[src/rtl/mem_stage_pkg.sv]
// Shared definitions for the MEM pipeline stage.
// Holds the bus widths, the load/store readen codes, the stall encoding and
// packed-struct views of the EX->MEM, MEM->WB and MEM->ID buses. The struct
// field order matches the flat bus layout, most-significant field first.
package mem_stage_pkg;

  localparam int EX_TO_MEM_WD = 146;
  localparam int MEM_TO_WB_WD = 136;
  localparam int MEM_TO_ID_WD = 104;
  localparam int STALL_WD     = 6;

  // Stall vector: one bit per stage; stall[3]=MEM, stall[4]=WB.
  localparam int  STALL_MEM = 3;
  localparam int  STALL_WB  = 4;
  localparam logic STOP    = 1'b1;
  localparam logic NO_STOP = 1'b0;

  // readen codes.
  localparam logic [3:0] LD_NONE = 4'b0000;
  localparam logic [3:0] LD_LB   = 4'b0001;
  localparam logic [3:0] LD_LBU  = 4'b0010;
  localparam logic [3:0] LD_LH   = 4'b0011;
  localparam logic [3:0] LD_LHU  = 4'b0100;
  localparam logic [3:0] LD_LW   = 4'b1111;
  localparam logic [3:0] ST_SB   = 4'b0101;
  localparam logic [3:0] ST_SH   = 4'b0111;

  typedef struct packed {
    logic [3:0]  readen;
    logic        hi_we;
    logic        lo_we;
    logic [31:0] hi;
    logic [31:0] lo;
    logic [31:0] pc;
    logic        ram_en;
    logic [3:0]  ram_wen;
    logic        sel_rf_res;
    logic        rf_we;
    logic [4:0]  rf_waddr;
    logic [31:0] ex_result;
  } ex_to_mem_t;

  typedef struct packed {
    logic        hi_we;
    logic        lo_we;
    logic [31:0] hi;
    logic [31:0] lo;
    logic [31:0] pc;
    logic        rf_we;
    logic [4:0]  rf_waddr;
    logic [31:0] rf_wdata;
  } mem_to_wb_t;

  typedef struct packed {
    logic        rf_we;
    logic [4:0]  rf_waddr;
    logic [31:0] rf_wdata;
    logic        hi_we;
    logic        lo_we;
    logic [31:0] hi;
    logic [31:0] lo;
  } mem_to_id_t;

  // True for the five codes that consume SRAM read data.
  function automatic logic is_load(input logic [3:0] readen);
    return (readen == LD_LB) || (readen == LD_LBU) || (readen == LD_LH) ||
           (readen == LD_LHU) || (readen == LD_LW);
  endfunction

endpackage

[src/rtl/mem_stage_load_align.sv]
// load_align: combinational byte/half/word select and extension of the SRAM
// read word.
// Ports:
//   readen - load code (LB/LBU/LH/LHU/LW; anything else yields 0)
//   addr   - low two bits of the effective address
//   rword  - 32-bit read word (live SRAM data or the held copy)
//   value  - extended 32-bit load result
module load_align
  import mem_stage_pkg::*;
(
  input  logic [3:0]  readen,
  input  logic [1:0]  addr,
  input  logic [31:0] rword,
  output logic [31:0] value
);

  logic [7:0]  byte_sel;
  logic [15:0] half_sel;

  always_comb begin
    byte_sel = rword[7:0];
    case (addr)
      2'b00: byte_sel = rword[7:0];
      2'b01: byte_sel = rword[15:8];
      2'b10: byte_sel = rword[23:16];
      2'b11: byte_sel = rword[31:24];
      default: byte_sel = rword[7:0];
    endcase
  end

  // addr[0] is ignored for halfwords: misaligned accesses never reach here.
  assign half_sel = addr[1] ? rword[31:16] : rword[15:0];

  always_comb begin
    value = '0;
    case (readen)
      LD_LB:   value = {{24{byte_sel[7]}}, byte_sel};
      LD_LBU:  value = {24'h0, byte_sel};
      LD_LH:   value = {{16{half_sel[15]}}, half_sel};
      LD_LHU:  value = {16'h0, half_sel};
      LD_LW:   value = rword;
      default: value = '0;
    endcase
  end

endmodule

[src/rtl/mem_stage.sv]
// mem_stage: memory-access pipeline stage between EX and WB.
// Registers the EX->MEM bus, extends SRAM read data for loads, and presents
// the register/HI/LO results to WB and to the ID bypass network.
// Ports:
//   clk             - clock, all state on posedge
//   resetn          - synchronous active-low reset
//   stall           - stall vector; stall[3]=MEM, stall[4]=WB
//   ex_to_mem_bus   - EX stage output bus
//   data_sram_rdata - SRAM read word, valid the cycle after EX drove the address
//   mem_to_wb_bus   - to WB pipeline register
//   mem_to_id_bus   - bypass to ID (same rf/HI/LO values as mem_to_wb_bus)
//   mem_is_load     - registered instruction is a load
// Flow control is the stall vector only: the stage takes a new EX bus when
// stall[3] is NoStop, inserts a bubble when MEM stops but WB runs, and
// otherwise holds. There is no valid/ready handshake.
module mem_stage
  import mem_stage_pkg::*;
(
  input  logic                    clk,
  input  logic                    resetn,
  input  logic [STALL_WD-1:0]     stall,
  input  logic [EX_TO_MEM_WD-1:0] ex_to_mem_bus,
  input  logic [31:0]             data_sram_rdata,
  output logic [MEM_TO_WB_WD-1:0] mem_to_wb_bus,
  output logic [MEM_TO_ID_WD-1:0] mem_to_id_bus,
  output logic                    mem_is_load
);

  ex_to_mem_t  bus_r;
  logic        hold_vld;
  logic [31:0] hold_data;
  logic [31:0] rword;
  logic [31:0] load_value;
  logic [31:0] rf_wdata;
  mem_to_wb_t  wb_s;
  mem_to_id_t  id_s;

  // Pipeline register: reset > bubble > advance > hold.
  always_ff @(posedge clk) begin
    if (!resetn) begin
      bus_r <= '0;
    end else if (stall[STALL_MEM] == STOP && stall[STALL_WB] == NO_STOP) begin
      bus_r <= '0;
    end else if (stall[STALL_MEM] == NO_STOP) begin
      bus_r <= ex_to_mem_bus;
    end
  end

  // The SRAM output is only valid for one cycle, so the first word seen
  // while WB is stopped is captured and used until the stage advances.
  always_ff @(posedge clk) begin
    if (!resetn) begin
      hold_vld  <= 1'b0;
      hold_data <= '0;
    end else if (!hold_vld && stall[STALL_WB] == STOP) begin
      hold_vld  <= 1'b1;
      hold_data <= data_sram_rdata;
    end else if (stall[STALL_WB] == NO_STOP) begin
      hold_vld  <= 1'b0;
    end
  end

  assign rword = hold_vld ? hold_data : data_sram_rdata;

  load_align u_load_align (
    .readen (bus_r.readen),
    .addr   (bus_r.ex_result[1:0]),
    .rword  (rword),
    .value  (load_value)
  );

  assign rf_wdata = bus_r.sel_rf_res ? load_value : bus_r.ex_result;

  always_comb begin
    wb_s          = '0;
    wb_s.hi_we    = bus_r.hi_we;
    wb_s.lo_we    = bus_r.lo_we;
    wb_s.hi       = bus_r.hi;
    wb_s.lo       = bus_r.lo;
    wb_s.pc       = bus_r.pc;
    wb_s.rf_we    = bus_r.rf_we;
    wb_s.rf_waddr = bus_r.rf_waddr;
    wb_s.rf_wdata = rf_wdata;
  end

  always_comb begin
    id_s          = '0;
    id_s.rf_we    = bus_r.rf_we;
    id_s.rf_waddr = bus_r.rf_waddr;
    id_s.rf_wdata = rf_wdata;
    id_s.hi_we    = bus_r.hi_we;
    id_s.lo_we    = bus_r.lo_we;
    id_s.hi       = bus_r.hi;
    id_s.lo       = bus_r.lo;
  end

  assign mem_to_wb_bus = wb_s;
  assign mem_to_id_bus = id_s;
  assign mem_is_load   = is_load(bus_r.readen);

  // SRAM enables were consumed by EX; other stall bits belong to other stages.
  logic unused_bits;
  assign unused_bits = ^{bus_r.ram_en, bus_r.ram_wen,
                         stall[STALL_WD-1], stall[STALL_MEM-1:0]};

endmodule
[config.mk]
export PLATFORM = sky130hd
export DESIGN_NAME = mem_stage
export DESIGN_NICKNAME = d
export VERILOG_FILES = /design/src/rtl/mem_stage_pkg.sv /design/src/rtl/mem_stage_load_align.sv /design/src/rtl/mem_stage.sv
export SDC_FILE = /design/constraint.sdc
export NUM_CORES = 1
export LEC_CHECK = 0
export CELL_PAD_IN_SITES_DETAIL_PLACEMENT = 1
export CELL_PAD_IN_SITES_GLOBAL_PLACEMENT = 2
export CORE_MARGIN = 1.5
export CORE_UTILIZATION = 24
export DETAILED_ROUTE_END_ITERATION = 8
export GPL_TIMING_DRIVEN = 1
export MAX_ROUTING_LAYER = met4
export PLACE_DENSITY_LB_ADDON = 0.05
export SYNTH_ARGS = -nofsm -noshare
export SYNTH_HDL_FRONTEND = slang
export SYNTH_SLANG_ARGS = --single-unit
[constraint.sdc]
create_clock -name clk -period 2.59 [get_ports clk]
set_input_delay 0.3885 -clock clk [delete_from_list [all_inputs] [get_ports clk]]
set_output_delay 0.3885 -clock clk [all_outputs]
set_load 0.05 [all_outputs]
# Yosys cells after proc, flatten, opt, wreduce, memory -nomap -nowiden
# Cells that the tools add are included.
[totals] ramBits=0 elab_cells=39 memories=0 register_bits=174 in_bits=186 latch_bits=0 romBits=0
[classes] magnitude_cmp=0 mux=7 multipliers=0 n_div=0 add_sub_neg=0 n_reduce_logical=9 eq_ne=9 shift=0 n_bitwise=2
[op_table] operator="32-bit one-hot mux with 5 select lines" count=1
[op_table] operator="32-bit 2-to-1 mux" count=2
[op_table] operator="8-bit one-hot mux with 4 select lines" count=1
[op_table] operator="16-bit 2-to-1 mux" count=1
[op_table] operator="4-bit by 2-bit equality test with 1-bit output, second input constant" count=2
[op_table] operator="2-bit equality test, second input constant" count=2
[op_table] operator="4-bit by 1-bit equality test with 1-bit output, second input constant" count=1
[op_table] operator="4-bit by 3-bit equality test with 1-bit output, second input constant" count=1
[op_table] operator="4-bit equality test, second input constant" count=1
[op_table] operator="1-bit logical OR" count=4
[op_table] operator="2-bit by 1-bit equality test with 1-bit output, second input constant" count=1
[op_table] operator="1-bit logical AND" count=2
[op_table] operator="2-bit zero test" count=1
[op_table] operator="1-bit 2-to-1 mux" count=2
[op_table] operator="2-bit by 1-bit != test with 1-bit output, second input constant" count=1
[op_table] operator="1-bit NOT" count=2
[op_table] operator="2-bit OR reduction" count=1
[op_table] operator="1-bit zero test" count=1

# Depth between registers and ports, before layout
# Gate-level depths: netlist of run 1.
[logic_depth] ltp_word=5 ltp_mapped=8 mapped_depth_nobuf=4

# Hierarchy
# A second synthesis of run 1 with hierarchy kept.
[hier_totals] hier_cells=1161 area_unflattened_um2=10263.6
[by_module_without_submodules] mod="mem_stage" instances=1 area_each_um2=9380.2 cells_each=1054
[by_module_without_submodules] mod="load_align" instances=1 area_each_um2=883.3 cells_each=107

# Worst setup path before layout of run 1
# Ideal clock, no wire load.
[synth_timing] path_kind="register to output" from="register bus_r[144] in the netlist's numbering" to="output port mem_to_wb_bus[6]" arrival_time_ps=3048 setup_slack_ps=-847 path_stages_with_launch=7 required_time_ps=2202 cell_sequence="dfxtp_1 > clkbuf_1 > or4b_2 > nand2_1 > o211ai_1 > a221oi_1 > buf_4"
[synth_between] elab_chain_len=3
[synth_lines] item="from (decl)" line_no="mem_stage.sv:29" source="ex_to_mem_t bus_r;"
[synth_lines] item="from (signal assigned)" line_no="mem_stage.sv:45" source="bus_r <= ex_to_mem_bus;"
[synth_lines] item="4-bit equality test, or another cell as far along" line_no="mem_stage_load_align.sv:36" source="case (readen)"
[synth_lines] item="32-bit one-hot mux with 5 select lines (*)" line_no="mem_stage_load_align.sv:36"
[synth_lines] item="32-bit 2-to-1 mux (*)" line_no="mem_stage.sv:72" source="assign rf_wdata = bus_r.sel_rf_res ? load_value : bus_r.ex_result;"
[synth_lines] item="to (decl)" line_no="mem_stage.sv:24" source="output logic [MEM_TO_WB_WD-1:0] mem_to_wb_bus,"
# Mark *: on every way between the ends. The rest lies on a longest branch, timed or not.

# Worst setup path after layout of run 1
[layout_timing] from="register hold_vld" to="output port mem_to_wb_bus[28]"
[layout_between] elab_chain_len=4
[layout_lines] item="from (decl)" line_no="mem_stage.sv:30" source="logic hold_vld;"
[layout_lines] item="from (signal assigned)" line_no="mem_stage.sv:53" source="hold_vld <= 1'b0;"
[layout_lines] item="from (signal assigned)" line_no="mem_stage.sv:56" source="hold_vld <= 1'b1;"
[layout_lines] item="from (signal assigned)" line_no="mem_stage.sv:59" source="hold_vld <= 1'b0;"
[layout_lines] item="32-bit 2-to-1 mux (*)" line_no="mem_stage.sv:63" source="assign rword = hold_vld ? hold_data : data_sram_rdata;"
[layout_lines] item="8-bit one-hot mux with 4 select lines or 16-bit 2-to-1 mux (tied branches)" line_no="mem_stage_load_align.sv:22, mem_stage_load_align.sv:32"
[layout_lines] item="32-bit one-hot mux with 5 select lines (*)" line_no="mem_stage_load_align.sv:36"
[layout_lines] item="32-bit 2-to-1 mux (*)" line_no="mem_stage.sv:72"
# Marked as above.

==> impl_metrics.py, run 1 <==
metrics = {
    "pwr": {
        "p_per_area_nw_per_um2": 536.3,
        "total_power_mw": 8.101,
        "total_leakage_power_nw": 6.091,
        "vdd_drop_max_uv": 453.0,
    },
    "detailed_routing": {
        "first_iter_violations": 228,
        "routed_wl_um": 36160,
        "via_per_inst": 4.368,
        "dr.pass1.iters": 4,
        "via_count": 7993,
        "drc": 0,
        "drt.antenna.violating_nets": 0,
        "wl_per_cell_um": 19.76,
    },
    "floorplan": {
        "fp.dieW_um": 201.8,
        "dieArea_um2": 40700,
        "die_y_um": 201.8,
        "num_rows": 72,
        "core_region_area_um2": 38830,
        "start_util": 0.2442,
        "io_pins": 427,
    },
    "sta": {
        "slew_headroom": 0.5933,
        "tightest_slew_ns": 0.6082,
        "finalSetupViolCount": 64,
        "rsz0062_at_grt": "true",
        "max_freq_mhz": 347.1,
        "setup_tns_ns": -14.30,
        "setup_ws_ns": -0.2912,
        "final_hold_viol_count": 0,
        "slew_violations": 0,
        "min_period_ns": 2.881,
        "period_share": 1.112,
        "worst_clock_skew_ns": 0.007671,
    },
    "place": {
        "place_congestion": 0.7472,
        "dp.cells": 1762,
        "port_buffers": 417,
        "hpwl_um": 26160,
        "post_dp_cell_area_um2": 13440,
        "place_ws_ns": -0.3356,
    },
    "worst_setup_path": {
        "rrSetupSlack_ns": 0.66,
        "cp_max_fo": 7,
        "cp-end-kind": "primary output",
        "critical_path_arrival_ns": 2.49,
        "critPathRequiredTime_ns": 2.20,
        "critical_path_class": "register to primary output",
        "cp-start-kind": "register",
    },
    "synth": {
        "syn_area_um2": 9480,
        "ys_types": 49,
        "synth_flop_cell": "dfxtp_1",
        "synth_edf_count": 0,
        "ys_seq_area_frac": 0.3674,
        "async_flop_share": 0,
        "syn-mean-instance-area_um2": 9.124,
        "ys_ff_latch": 174,
        "yosys_warnings": 0,
        "syn-num-nets": 1225,
        "syn_inst": 1039,
    },
    "global_routing": {
        "first_global_vias": 8452,
        "grt_max_degree": 84,
        "track_usage": 0.1811,
        "antenna_found_initial": 6,
        "grt_overflow": 0,
        "grt_pass1_wl_um": 53390,
    },
    "final_layout": {
        "areaGrowthSynthToFinish_pct": 59.32,
        "post-route-cell-area_um2": 15100,
        "final_cell_mix": "clkdlybuf4s50_1, dfxtp_1, mux2i_1, nor2_1, nand2_1",
        "drive_gt1_frac": 0.2274,
        "final_common_cell": "clkdlybuf4s50_1",
        "fin_cells": 1830,
        "fin_nets": 1480,
    },
    "clock_network": {
        "cts-root-buf": "clkbuf_16",
        "cts_max_path_buffers": 2,
        "path_clk_slew_ns": 0.07,
        "numCtsBuffers": 17,
        "h-tree-depth": 4,
        "clock_sinks": 174,
        "insertion_delay_ns": 0.44,
        "cts_tree": "yes",
    },
    "worst_hold_path": {
        "hp-class": "input port to register",
    },
    "status": {
        "status": "complete, but fails checks",
        "violations": "setup timing",
    },
    "run": {
        "drv_cap": 0,
    },
}
[area by class of cell]
| cell class | count | area (um^2) |
|---|---|---|
| clock buffer | 18 | 429.2 |
| multi-input combinational | 583 | 4917 |
| timing repair buffer | 509 | 5369 |
| antenna | 6 | 15.01 |
| tap | 518 | 648.1 |
| sequential | 174 | 3505 |
| clock inverter | 13 | 187.7 |
| inverter | 9 | 33.78 |
| fill | 4286 | 23720 |
[cells by family (layout without fill, tap and decap cells)]
logic type,after synthesis,after routing,share of synthesized area
xor gates and xnor gates,1,1,0.0009240
DFF,174,174,0.3674
muxes,194,194,0.2273
buffers and inverters,282,549,0.1964
other,0,6,0
and+or+nand+nor,269,269,0.1157
AOI/OAI and AO/OA,119,119,0.09225
[synthesized netlist by cell type (2+ instances only)]
| cell type | number | area share |
|---|---|---|
| inv_1 | 9 | 0.0036 |
| o221a_1 | 5 | 0.0059 |
| a31oi_1 | 3 | 0.0020 |
| o21ai_0 | 11 | 0.0058 |
| nor3_1 | 3 | 0.0016 |
| or2_2 | 2 | 0.0013 |
| o221a_2 | 5 | 0.0059 |
| buf_2 | 9 | 0.0048 |
| a32oi_1 | 6 | 0.0055 |
| mux4_2 | 15 | 0.036 |
| mux2_2 | 16 | 0.019 |
| o21a_1 | 6 | 0.0048 |
| buf_4 | 209 | 0.17 |
| nor2b_1 | 2 | 0.0013 |
| a21boi_0 | 32 | 0.025 |
| a21oi_1 | 23 | 0.012 |
| buf_1 | 5 | 0.0020 |
| nand3_1 | 7 | 0.0037 |
| o221ai_1 | 6 | 0.0055 |
| nand2b_1 | 3 | 0.0020 |
| a221oi_1 | 2 | 0.0018 |
| mux2i_1 | 162 | 0.17 |
| a22o_1 | 4 | 0.0037 |
| a311oi_1 | 3 | 0.0028 |
| nand2_1 | 83 | 0.033 |
| o2bb2ai_1 | 7 | 0.0065 |
| clkbuf_1 | 49 | 0.019 |
| dfxtp_1 | 174 | 0.37 |
| nor2_1 | 158 | 0.063 |
[critical path: stages (launching register included)]
cell and delay, ns:
dfxtp_4 0.41, mux2_4 0.32, mux4_2 0.57, a22o_4 0.34
o221a_4 0.25, buf_6 0.15
[sequential cells by signal, indices dropped and copies added, names as in the netlist]
signal	count
mem_to_id_bus	72
bus_r	37
hold_data	32
mem_to_wb_bus	32
hold_vld	1
[power by group]
part | switching (mW) | internal [mW]
Clock | 1.19 | 1.62
Combinational | 1.35 | 1.03
Sequential | 0.106 | 2.81
[path summary, 6_finish.rpt]
path	start	to	cells past startpoint
max	hold_vld$_SDFFE_PN0P_	mem_to_wb_bus[28]	5
min	stall[3]	mem_to_id_bus[31]$_SDFFE_PP0N_	3
max reg2reg	hold_vld$_SDFFE_PN0P_	hold_data[15]$_SDFFE_PN0P_	8
min reg2reg	hold_data[6]$_SDFFE_PN0P_	hold_data[6]$_SDFFE_PN0P_	2
[metal layers]
| metal | up-vias | wire length, um | track usage |
|---|---|---|---|
| met4 | 0 | 416 | 0.03705 |
| met1 | 3912 | 15400 | 0.2160 |
| met2 | 228 | 17960 | 0.3014 |
| met3 | 20 | 2391 | 0.05394 |
| met5 | - | 0 | - |
| li1 | 3833 | - | - |
[metrics by stage]
stage               utilization  hold slack, ns
CTS                      0.3820          0.4495
global placement         0.3462          0.4503
global route             0.3890          0.4789
detailed placement       0.3462          0.4699
floorplan                     -          0.4400
finish                   0.3890          0.4685
[what timing repair did]
item	in CTS	in global routing
gates resized for setup	118	28
hold buffers	0	0
cloned	4	0
buffers inserted	15	12
pin swaps	17	14
endpoints found under the setup margin	64	64
No activity file was read; power rests on OpenSTA's default activity.
==> run 2, diff against run 1 <==
Settings changed: TNS_END_PERCENT set to 1.
==> run 2 against run 1 <==
  * The flow still finishes with violations (setup timing)
  * Sequential power barely moved
  * Register-to-register slack improved by 0.34 ns
  * Fmax fell by 0.44%
  * Clock-buffer cell count rose by 4
  * Cell area fell by 4.5%
  * Critical path type is now input port to primary output
  * Largest power group unchanged
  * Highest routed layer unchanged
==> impl_metrics.py, run 2 (same netlist as run 1, synthesis figures left out) <==
metrics = {
    "detailed_routing": {
        "via_count": 7825,
        "via_per_inst": 4.350,
        "wl_per_cell_um": 20.16,
        "wl_met1_um": 15760,
        "drc": 0,
        "wl_met2_um": 18010,
        "first_iter_violations": 228,
        "drt.antenna.violating_nets": 0,
        "dr.pass1.iters": 4,
        "routed_wl_um": 36270,
        "top_layer": "met4",
        "dr_wl_met3_um": 2135,
    },
    "worst_setup_path": {
        "path_buf_inv": 2,
        "crit_chain": "clkdlybuf4s50_1 -> mux2_4 -> mux4_2 -> a22o_4 -> o221a_1 -> buf_4",
        "cp_max_fo": 5,
        "critical_path_class": "input port to primary output",
        "max_stage_delay_ns": 0.52,
        "critical_path_arrival_ns": 2.51,
        "cp_slowest_cell": "mux4_2",
        "r2r_start": "hold_vld$_SDFFE_PN0P_",
        "cp-start-kind": "input port",
        "cp-end-kind": "primary output",
        "critPathRequiredTime_ns": 2.20,
        "critPathTopFamily": "multiplexers",
        "critPathLaunch": "data_sram_rdata[23]",
    },
    "worst_hold_path": {
        "hp-class": "input port to register",
        "min_from": "data_sram_rdata[31]",
    },
    "sta": {
        "min_period_ns": 2.894,
        "tightest_slew_ns": 0.6483,
        "setup_ws_ns": -0.3038,
        "slew_headroom": 0.5664,
        "holdWs_ns": 0.3153,
        "slew_violations": 0,
        "worst_clock_skew_ns": 0.006169,
        "max_freq_mhz": 345.6,
        "rsz0062_at_grt": "true",
        "finalSetupViolCount": 64,
        "final_hold_viol_count": 0,
        "period_share": 1.117,
    },
    "floorplan": {
        "start_util": 0.2442,
        "dieArea_um2": 40700,
        "core_region_area_um2": 38830,
        "die_y_um": 201.8,
        "num_rows": 72,
        "io_pins": 427,
        "fp.dieW_um": 201.8,
    },
    "clock_network": {
        "path_clk_slew_ns": 0.07,
        "insertion_delay_ns": 0.44,
        "numCtsBuffers": 17,
        "clock_sinks": 174,
        "cts_hold_buf": 0,
        "h-tree-depth": 4,
        "cts-root-buf": "clkbuf_16",
        "cts_tree": "yes",
        "cts_max_path_buffers": 2,
    },
    "final_layout": {
        "regArea_um2": 3496,
        "drive_gt1_frac": 0.1986,
        "areaGrowthSynthToFinish_pct": 52.18,
        "final_common_cell": "clkdlybuf4s50_1",
        "num-fill-cells": 4284,
        "final_cell_mix": "clkdlybuf4s50_1, dfxtp_1, nor2_1, mux2i_1, nand2_1",
        "largest_reg_flops": 72,
        "fin_cells": 1799,
        "multi_input_area_um2": 4695,
        "fin_nets": 1448,
    },
    "place": {
        "place_ws_ns": -0.4141,
        "dp.cells": 1757,
        "hpwl_um": 27570,
        "port_buffers": 417,
        "place_congestion": 0.8011,
    },
    "pwr": {
        "switching_share": 0.3352,
        "vdd_drop_max_uv": 430.6,
        "p_int_mw": 5.169,
        "total_leakage_power_nw": 5.770,
        "pwr-share-comb": 0.293,
        "seqPwrFrac": 0.376,
        "power_frac_clock": 0.331,
        "p_switching_mw": 2.606,
        "p_per_area_nw_per_um2": 538.9,
    },
    "status": {
        "violations": "setup timing",
        "status": "complete, but fails checks",
    },
    "global_routing": {
        "first_global_vias": 8331,
        "grt_max_degree": 81,
        "antenna_found_initial": 7,
        "grt_pass1_wl_um": 53380,
        "track_usage": 0.1823,
        "grt_overflow": 0,
    },
    "run": {
        "drv_cap": 0,
    },
}
## run 2: cell types whose count changed in the layout (fill, tap and decap cells not counted), sizes merged, moves of 2 or more
cell / previous run / this run
bufinv: 4 / 1
clkbuf: 19 / 23
bufbuf: 2 / 0
buf: 155 / 125
clkinv: 3 / 5
clkinvlp: 3 / 1
## run 2: tightest hold or removal path: stages
cell	delay, ns
dlymetal6s2s_1	0.18
nand2_1	0.08
a21boi_0	0.06
## run 2: per-layer routing
| layer | track usage | up-vias |
|---|---|---|
| li1 | - | 3766 |
| met1 | 0.2146 | 3795 |
| met2 | 0.3055 | 243 |
| met3 | 0.05264 | 21 |
| met4 | 0.04318 | 0 |
| met5 | - | - |
## run 2: path summary, 6_finish.rpt
| kind | end | slack [ns] | cells past startpoint |
|---|---|---|---|
| worst max-delay path | mem_to_id_bus[90] | -0.30 | 6 |
| worst min-delay path | hold_data[31]$_SDFFE_PN0P_ | 0.32 | 3 |
| worst max register to register | hold_data[8]$_SDFFE_PN0P_ | 1.00 | 5 |
| worst min register to register | hold_data[22]$_SDFFE_PN0P_ | 0.47 | 2 |
## run 2: layout make-up
| class | instances | share of cell area |
|---|---|---|
| flip-flops and latches | 174 | 0.2423 |
| inverters | 9 | 0.002342 |
| repair buffers | 477 | 0.3452 |
| multi-input cells | 583 | 0.3254 |
| well taps | 518 | 0.04492 |
| diodes | 7 | 0.001214 |
| clock inverters | 9 | 0.005810 |
| clock buffers | 22 | 0.03287 |
## run 2: timing repair
action / in CTS / in global routing
setup buffers: 3 / 0
cloned: 1 / 0
pin swaps: 7 / 8
setup endpoints to repair: 64 / 64
gates resized for setup: 77 / 22
## run 2: per-stage QoR
| stage | total power, mW | util | setup TNS [ns] | instance area [um^2] |
|---|---|---|---|---|
| 2_1_floorplan | 4.462 | - | -2.198 | 9839 |
| 3_3_place_gp | 5.192 | 0.3449 | -13.13 | 13390 |
| 3_5_place_dp | 5.206 | 0.3449 | -14.44 | 13390 |
| 4_1_cts | 7.916 | 0.3687 | -16.86 | 14320 |
| 5_1_grt | 8.151 | 0.3716 | -18.29 | 14430 |
| 6_report | 7.776 | 0.3716 | -14.11 | 14430 |
## run 2: power groups by stage
| stage | sequential (mW) | combinational, mW | clock (mW) |
|---|---|---|---|
| 3_5_place_dp | 2.99 | 2.22 | 0 |
| 2_1_floorplan | 2.94 | 1.52 | 0 |
| 6_report | 2.93 | 2.28 | 2.57 |
| 3_3_place_gp | 2.98 | 2.21 | 0 |
| 5_1_grt | 2.95 | 2.39 | 2.82 |
| 4_1_cts | 2.93 | 2.30 | 2.69 |
